### src/rtl/csd_otf_bin_conv.sv
// csd_otf_bin_conv
//   Digit-serial radix-2 signed-digit (CSD) to two's-complement converter.
//   Digits arrive MSB first. The conversion is done on the fly: two
//   candidate prefixes are kept, Q and QM = Q-1. Each new digit only selects
//   one of them and appends a bit, so no carry-propagate adder is needed.
//   After W digits the (W+1)-bit result is presented with a valid/ready
//   handshake and held until the consumer takes it.
//
// Parameters
//   W          number of signed digits per word (W >= 2); result is W+1 bits
//
// Ports
//   clk        clock, all state changes on the rising edge
//   rst        synchronous reset, active-high, overrides every other input
//   in_valid   in_digit holds a digit this cycle
//   in_ready   converter can accept a digit (high while collecting)
//   in_digit   signed digit {p,n}: 00=0, 10=+1, 01=-1, 11=invalid (taken as 0)
//   out_valid  out_z/out_err hold a completed word
//   out_ready  consumer accepts the completed word
//   out_z      two's-complement value sum d_i*2^(W-1-i), i=0 is the MSB digit
//   out_err    at least one 11 digit was seen in this word
module csd_otf_bin_conv #(
  parameter int W = 4
) (
  input  logic         clk,
  input  logic         rst,
  input  logic         in_valid,
  output logic         in_ready,
  input  logic [1:0]   in_digit,
  output logic         out_valid,
  input  logic         out_ready,
  output logic [W:0]   out_z,
  output logic         out_err
);

  localparam int CW = (W > 1) ? $clog2(W) : 1;

  typedef enum logic {
    COLLECT = 1'b0,
    DONE    = 1'b1
  } state_t;

  state_t          state_reg;
  logic [CW-1:0]   cnt_reg;
  // Only the low W bits of Q and QM are ever shifted onward; the top bit of
  // the finished word only exists in q_next and is captured into out_z.
  logic [W-1:0]    q_reg;
  logic [W-1:0]    qm_reg;
  logic            err_reg;
  logic [W:0]      out_z_reg;
  logic            out_err_reg;
  logic            out_valid_reg;
  logic            in_ready_reg;

  logic [W:0]      q_next;
  logic [W-1:0]    qm_next;
  logic            err_next;
  logic            last_digit;

  // Digit selection: +1 extends Q, -1 extends QM (borrowing from the prefix),
  // 0 extends each candidate with itself. QM stays equal to Q-1.
  always_comb begin
    q_next  = {q_reg, 1'b0};
    qm_next = {qm_reg[W-2:0], 1'b1};
    case (in_digit)
      2'b10: begin
        q_next  = {q_reg, 1'b1};
        qm_next = {q_reg[W-2:0], 1'b0};
      end
      2'b01: begin
        q_next  = {qm_reg, 1'b1};
        qm_next = {qm_reg[W-2:0], 1'b0};
      end
      default: begin
        // 00 and the invalid 11 both convert as a zero digit
        q_next  = {q_reg, 1'b0};
        qm_next = {qm_reg[W-2:0], 1'b1};
      end
    endcase
    err_next   = err_reg | (in_digit == 2'b11);
    last_digit = (cnt_reg == CW'(W - 1));
  end

  always_ff @(posedge clk) begin
    if (rst) begin
      state_reg     <= COLLECT;
      cnt_reg       <= '0;
      q_reg         <= '0;
      qm_reg        <= '1;
      err_reg       <= 1'b0;
      out_z_reg     <= '0;
      out_err_reg   <= 1'b0;
      out_valid_reg <= 1'b0;
      in_ready_reg  <= 1'b1;
    end else begin
      case (state_reg)
        COLLECT: begin
          if (in_valid) begin
            q_reg   <= q_next[W-1:0];
            qm_reg  <= qm_next;
            err_reg <= err_next;
            if (last_digit) begin
              out_z_reg     <= q_next;
              out_err_reg   <= err_next;
              cnt_reg       <= '0;
              state_reg     <= DONE;
              out_valid_reg <= 1'b1;
              in_ready_reg  <= 1'b0;
            end else begin
              cnt_reg <= cnt_reg + 1'b1;
            end
          end
        end
        DONE: begin
          // Digits offered here are left untouched; the release edge itself
          // never accepts a digit because in_ready is still low.
          if (out_ready) begin
            q_reg         <= '0;
            qm_reg        <= '1;
            err_reg       <= 1'b0;
            state_reg     <= COLLECT;
            out_valid_reg <= 1'b0;
            in_ready_reg  <= 1'b1;
          end
        end
        default: begin
          state_reg <= COLLECT;
        end
      endcase
    end
  end

  assign in_ready  = in_ready_reg;
  assign out_valid = out_valid_reg;
  assign out_z     = out_z_reg;
  assign out_err   = out_err_reg;

endmodule
### config.mk
export PLATFORM = sky130hd
export DESIGN_NAME = csd_otf_bin_conv
export DESIGN_NICKNAME = d
export VERILOG_FILES = /design/src/rtl/csd_otf_bin_conv.sv
export SDC_FILE = /design/constraint.sdc
export NUM_CORES = 1
export LEC_CHECK = 0
export BUFFER_PORTS_ARGS = -buffer_cell sky130_fd_sc_hd__buf_4
export CORE_ASPECT_RATIO = 0.75
export CORE_UTILIZATION = 40
export CTS_CLUSTER_SIZE = 25
export DETAILED_ROUTE_END_ITERATION = 10
export GPL_ROUTABILITY_DRIVEN = 1
export PLACE_DENSITY = 0.59
export RECOVER_POWER = 50
export SLEW_MARGIN = 20
export SYNTH_ARGS = -nofsm -noshare
export SYNTH_HDL_FRONTEND = slang
export SYNTH_SLANG_ARGS = --single-unit
### constraint.sdc
create_clock -name clk -period 1.72 [get_ports clk]
set_input_delay 0.172 -clock clk [delete_from_list [all_inputs] [get_ports clk]]
set_output_delay 0.172 -clock clk [all_outputs]
set_load 0.05 [all_outputs]
==> results of run 1 <==
==> worst min-delay path by stage <==
stage                             to  cells past startpoint
final                       out_z[2]                      2
after CTS                   out_z[2]                      2
after detailed placement  cnt_reg[1]                      2
after global routing        out_z[2]                      2
after floorplan             out_z[0]                      1
after global placement    cnt_reg[1]                      2
==> logic make-up (layout without fill, tap and decap cells) <==
logic type | count (synthesis) | in the layout
adder cells (fa/ha/maj) | 4 | 4
buffers and inverters | 8 | 23
multiplexers | 2 | 2
flip-flops | 20 | 20
AO/OA/AOI/OAI | 27 | 27
AND/OR/NAND/NOR | 31 | 31
==> cells in the mapped netlist (all sizes together) <==
library cell	number
a21oi	4
o21bai	1
nor2b	1
o21ai	3
nand2b	3
clkbuf	2
nand3b	3
ha	4
or2	2
o22a	4
and3b	1
dfxtp	20
o2bb2ai	3
a211oi	6
o22ai	1
a22oi	5
nor2	14
inv	4
mux2	1
and2b	1
mux2i	1
buf	2
nand2	6
==> power groups by stage <==
stage | Combinational (uW) | Clock [uW] | Sequential [uW]
CTS | 132 | 393 | 499
global route | 142 | 411 | 503
detailed placement | 132 | 0 | 510
floorplan | 83.0 | 0 | 516
finish | 128 | 382 | 499
global placement | 128 | 0 | 509
==> area by class of cell <==
| type | instances | area [um2] |
|---|---|---|
| multi-input cells | 64 | 448 |
| clock inverters | 1 | 30.0 |
| well taps | 24 | 30.0 |
| repair buffers | 15 | 80.1 |
| flip-flops and latches | 20 | 400 |
| fillers | 221 | 1040 |
| clock buffers | 3 | 22.5 |
| inverters | 4 | 15.0 |
==> worst register-to-register path: stages (launching register included) <==
cell and delay [ns]:
dfxtp_1 0.44, mux2_1 0.40, or2_4 0.26, o22a_1 0.19
==> layer usage <==
metal	GRT usage [%]	vias to the layer above	part of all wire [%]
met5	0	-	0
met4	4.50	0	1.0
met3	5.49	2	4.3
met2	24.3	14	42
met1	21.3	327	53
li1	-	357	-
==> per-stage QoR <==
stage / hold slack, ns / std cells / area (um2) / power [uW] / worst slack [ns]
finish: 0.162 / 131 / 1030 / 1010 / 0.342
floorplan: 0.237 / 92 / 898 / 599 / 0.345
detailed placement: 0.470 / 127 / 1010 / 641 / 0.254
global route: 0.162 / 131 / 1030 / 1060 / 0.225
CTS: 0.158 / 131 / 1060 / 1020 / 0.396
global placement: 0.449 / 127 / 1010 / 637 / 0.253
==> flow_metrics.py, run 1 <==
metrics = {
    "clocking": {
        "cts_buffers": 3,
        "h-tree-depth": 1,
        "cts_setup_buffers": 0,
        "clk_pin_slew_ns": 0.12,
        "clk_path_buf_depth": 2,
        "ctsHoldBuffers": 0,
        "clkSinkCount": 20,
        "clk_latency_ns": 0.30,
        "postCtsResizedCells": 0,
        "cts-root-buf": "clkbuf_4",
        "cts_tree": "done",
    },
    "setup_path": {
        "cp_cell_sequence": "mux2_1, or2_4, o22a_1",
        "endpoint": "qm_reg[2]",
        "critPathSlowestCell": "dfxtp_1",
        "crit_path_end_kind": "flip-flop",
        "cp_top_family": "flip-flops",
        "crit_type": "reg2reg",
        "cp.required_ns": 1.93,
        "crit_arrival_ns": 1.59,
        "crit_start": "state_reg",
        "rr_startpoint": "state_reg",
        "r2r_end": "qm_reg[2]",
        "critPathMaxFanout": 7,
        "ff2ff_setup_slack_ns": 0.34,
        "critPathBufInv": 0,
        "critPathLaunchType": "flip-flop",
        "r2r_cells": 3,
        "max_stage_delay_ns": 0.44,
        "cp_num_cells": 3,
    },
    "logic_synthesis": {
        "synth_top_family_by_area": "compound AO/OA/AOI/OAI gates",
        "synth-seq-area-share_pct": 44.6,
        "ys_warn_count": 0,
        "synth-xor-area-share_pct": 0,
        "synth_area_um2": 898,
        "syn_nets": 102,
        "ys_ff_latch": 20,
        "synth.distinct_cells": 25,
        "synth-simple-area-share_pct": 17.1,
        "syn_avg_cell_area_um2": 9.76,
        "synthMuxAreaShare_pct": 2.79,
        "synth_area_leaders": "dfxtp_1, a211oi_2, nor2_1, ha_1, a22oi_1",
        "synth_fa_ha_area_share_pct": 5.57,
        "syn_inst": 92,
        "synth_top_area_share_pct": 44.6,
        "synth_top_area_cell": "dfxtp_1",
        "synth_compound_area_share_pct": 24.8,
    },
    "routing": {
        "wl_mm": 1.73,
        "drt_iter0_markers": 18,
        "vias": 700,
        "firstDrtPassIters": 7,
        "antenna_left": 0,
        "avgRoutedWirePerCell_um": 13.2,
        "remaining_drc_errors": 4,
        "viasPerCell": 5.34,
    },
    "global_route": {
        "grt_pass1_vias": 647,
        "grt_pass1_wl_mm": 2.95,
        "grt.overflow.total": 0,
        "antenna_found_initial": 0,
        "grt_start_max_net_pins": 18,
        "grt_util_all_layers_pct": 15.9,
    },
    "timing": {
        "tns_ns": 0,
        "worst_pin_slew_ns": 0.598,
        "slew_violations": 0,
        "fmax_ghz": 0.725,
        "fin_worst_skew_ns": 0.0118,
        "layout_min_cycle_time_ns": 1.38,
        "rsz0062_at_grt": "no",
        "hold_viol_final": 0,
        "setup_viol": 0,
        "fin_crit_sh_pct": 80.1,
        "relSlewSlack_pct": 60.3,
    },
    "cells_and_area": {
        "area_delta_synth_final_pct": 14.2,
        "fin_util_pct": 49.6,
        "largest_reg_flops": 5,
        "num_antenna_cells": 0,
        "drive_above_1_share_pct": 17.8,
        "final_common_cell": "dfxtp_1",
        "layout.nets": 118,
        "layout_common_cells": "dfxtp_1, nor2_1, clkbuf_1",
    },
    "placed_design": {
        "place_congestion": 0.843,
        "io_buffers": 13,
        "dp_hpwl_mm": 1.26,
    },
    "run_status": {
        "violations": "design-rule violations",
        "outcome": "finished, violations left",
    },
    "die": {
        "fp-row-count": 14,
        "core-area_um2": 2070,
        "die-area_um2": 2440,
        "initial_utilization_pct": 43.5,
        "ios": 14,
        "die_h_um": 43.0,
        "die_x_um": 56.7,
    },
    "pwr": {
        "p_sw_uw": 235,
        "pwr-share-seq_pct": 49.5,
        "sw_frac_of_total_pct": 23.3,
        "p_leak_uw": 0.000397,
        "comb_power_share_pct": 12.7,
        "p_int_uw": 773,
        "power_density_nw_per_um2": 983,
        "p_clk_share_pct": 37.8,
        "peakVddDrop_mv": 0.587,
    },
    "job": {
        "cap_violations": 0,
    },
    "hold_path": {
        "min_path_type": "in2reg",
        "hold_start": "rst",
    },
}
Power figures use the tool's default switching activity.
==> run 2: changes to the inputs <==
--- a/config.mk
+++ b/config.mk
@@ -5,6 +5,7 @@
 export SDC_FILE = /design/constraint.sdc
 export NUM_CORES = 1
 export LEC_CHECK = 0
+export ABC_AREA = 1
 export BUFFER_PORTS_ARGS = -buffer_cell sky130_fd_sc_hd__buf_4
 export CORE_ASPECT_RATIO = 0.75
 export CORE_UTILIZATION = 40
==> constraint.sdc (replaced) <==
create_clock -name clk -period 1.4 [get_ports clk]
set_input_delay 0.14 -clock clk [delete_from_list [all_inputs] [get_ports clk]]
set_output_delay 0.14 -clock clk [all_outputs]
set_load 0.05 [all_outputs]
==> flow_metrics.py, run 2 <==
metrics = {
    "pwr": {
        "p_leak_uw": 0.000506,
        "power_uw": 1040,
        "p_sw_uw": 285,
        "power_density_nw_per_um2": 1010,
        "peakVddDrop_mv": 0.408,
        "pwr-share-seq_pct": 59.0,
        "sw_frac_of_total_pct": 27.4,
        "comb_power_share_pct": 15.7,
        "p_int_uw": 755,
        "p_clk_share_pct": 25.3,
    },
    "hold_path": {
        "worstHoldEndpoint": "state_reg",
        "hold_start": "out_ready",
        "min_path_type": "in2reg",
        "hold_depth": 2,
    },
    "setup_path": {
        "critPathSlowestCell": "dfxtp_1",
        "ff2ff_setup_slack_ns": 0.30,
        "crit_arrival_ns": 1.34,
        "crit_type": "reg2reg",
        "r2r_cells": 7,
        "critPathMaxFanout": 9,
        "cp_cell_sequence": "inv_1, nand2_4, inv_6, nand2_8, nor2_8, inv_2, o21ai_2",
        "r2r_end": "out_z[0]",
        "critPathLaunchType": "flip-flop",
        "max_stage_delay_ns": 0.36,
        "cp.required_ns": 1.64,
        "crit_path_end_kind": "flip-flop",
        "rr_startpoint": "state_reg",
    },
    "die": {
        "die_h_um": 43.4,
        "fp-row-count": 14,
        "core-area_um2": 2080,
        "die-area_um2": 2480,
        "initial_utilization_pct": 43.8,
        "die_x_um": 57.2,
        "ios": 14,
    },
    "routing": {
        "avgRoutedWirePerCell_um": 10.5,
        "drt_iter0_markers": 29,
        "remaining_drc_errors": 2,
        "antenna_left": 0,
        "viasPerCell": 4.82,
        "firstDrtPassIters": 8,
        "wl_mm": 1.64,
        "vias": 752,
    },
    "timing": {
        "setup_ws_ns": 0.301,
        "slew_violations": 0,
        "setup_viol": 0,
        "hold_viol_final": 0,
        "relSlewSlack_pct": 81.6,
        "worst_pin_slew_ns": 0.277,
        "fin_worst_skew_ns": 0.00116,
        "layout_min_cycle_time_ns": 1.10,
        "fin_crit_sh_pct": 78.5,
        "tns_ns": 0,
        "fmax_ghz": 0.910,
        "rsz0062_at_grt": "no",
    },
    "cells_and_area": {
        "layout_common_cells": "nand2_1, dfxtp_1, a21oi_1, nand3_1",
        "layout.nets": 144,
        "fin_util_pct": 49.5,
        "num_antenna_cells": 0,
        "nFillCells": 211,
        "stdcell_area_um2": 1030,
        "final_common_cell": "nand2_1",
        "area_delta_synth_final_pct": 12.9,
        "drive_above_1_share_pct": 18.2,
        "largest_reg_flops": 5,
    },
    "placed_design": {
        "io_buffers": 13,
        "post_dp_cell_area_um2": 1030,
        "place_congestion": 0.816,
        "post-place-ws_ns": 0.125,
        "dp_hpwl_mm": 1.29,
    },
    "job": {
        "cap_violations": 0,
    },
    "global_route": {
        "grt_pass1_wl_mm": 2.97,
        "grt.overflow.total": 0,
        "antenna_found_initial": 0,
        "grt_util_all_layers_pct": 16.3,
        "grt_pass1_vias": 670,
        "grt_start_max_net_pins": 11,
    },
    "logic_synthesis": {
        "ys_warn_count": 0,
        "ys_ff_latch": 20,
        "synth_top_area_cell": "dfxtp_1",
        "synth-seq-area-share_pct": 43.8,
        "syn_nets": 128,
        "synth_area_um2": 913,
        "synth_common_cells": "nand2_1, dfxtp_1, a21oi_1, nand3_1, o21ai_0",
        "syn_avg_cell_area_um2": 7.74,
        "synth_ff_type": "dfxtp_1",
        "synth_area_leaders": "dfxtp_1, nand2_1, a21oi_1, ha_1, nand3_1",
        "synth_edf_count": 0,
        "yosysMostFrequentCell": "nand2_1",
        "synth.distinct_cells": 19,
        "async_flop_share_pct": 0,
        "syn_inst": 118,
        "synth_top_area_share_pct": 43.8,
    },
    "clocking": {
        "cts_setup_buffers": 0,
        "clk_pin_slew_ns": 0.10,
        "cts-root-buf": "clkbuf_4",
        "postCtsResizedCells": 0,
        "clkSinkCount": 20,
        "clk_path_buf_depth": 2,
        "cts_buffers": 3,
        "cts_tree": "done",
        "clk_latency_ns": 0.30,
        "h-tree-depth": 1,
        "ctsHoldBuffers": 0,
    },
    "run_status": {
        "violations": "design-rule violations",
        "outcome": "finished, violations left",
    },
}
[run 2: cell types whose count changed after synthesis, sizes merged, moves of 3 or more]
cell     change
a211oi       -6
a21oi        +6
inv          +5
nand2b       -3
nand2       +40
o22a         -4
nor2         -9
o21ai        +6
a22oi        -5
nand3        +9
nand3b       -3
o2bb2ai      -3
[run 2: cell families (layout without fill, tap and decap cells)]
group	Yosys count	after routing	synth area share, %
flops	20	20	43.8
simple gates	61	61	31.6
buf+inv	12	26	6.44
compound gates	20	20	11.6
fa+ha+maj	4	4	5.48
xor+xnor	1	1	0.959
[run 2: worst max path at each step]
| stage | from | end | slack, ns | depth (start not counted) |
|---|---|---|---|---|
| 3_5_place_dp | in_digit[0] | qm_reg[2] | 0.13 | 8 |
| 5_1_grt | state_reg | q_reg[2] | 0.19 | 6 |
| 2_1_floorplan | in_digit[0] | q_reg[1] | 0.36 | 8 |
| 6_report | state_reg | out_z[0] | 0.30 | 7 |
| 4_1_cts | cnt_reg[0] | out_z[0] | 0.32 | 5 |
| 3_3_place_gp | in_digit[0] | qm_reg[2] | 0.13 | 8 |
[run 2: stage by stage]
step           hold WS [ns]  instances
3_3_place_gp          0.346        153
2_1_floorplan         0.243        118
5_1_grt              0.0138        156
3_5_place_dp          0.346        153
6_report             0.0307        156
4_1_cts              0.0207        156
[run 2: cell type report]
| cell class | count | area, um2 | share of cell area (%) |
|---|---|---|---|
| Multi-Input combinational cell | 86 | 454 | 44.1 |
| Sequential cell | 20 | 400 | 38.8 |
| Timing Repair Buffer | 14 | 85.1 | 8.25 |
| Inverter | 9 | 38.8 | 3.76 |
| Tap cell | 24 | 30.0 | 2.91 |
| Clock buffer | 3 | 22.5 | 2.18 |
[run 2: per-layer routing]
layer | share of wire, % | vias to the layer above | track usage, %
met1 | 55 | 325 | 22.5
met2 | 38 | 12 | 22.8
met4 | 1.1 | 0 | 7.32
met5 | 0 | - | 0
met3 | 5.2 | 2 | 6.27
li1 | - | 413 | -
[run 2: worst max-delay path: cells and delay by family (launching register included)]
kind	cells	cell delay (ns)
and+or+nand+nor	3	0.31
AOI/OAI and AO/OA	1	0.09
DFF	1	0.36
buffers and inverters	3	0.29
[run 2: power by group through the flow]
stage	registers (uW)	clock network (uW)	logic [uW]
floorplan	638	0	113
global placement	627	0	167
detailed placement	627	0	166
CTS	614	284	167
global route	618	308	186
finish	614	263	163
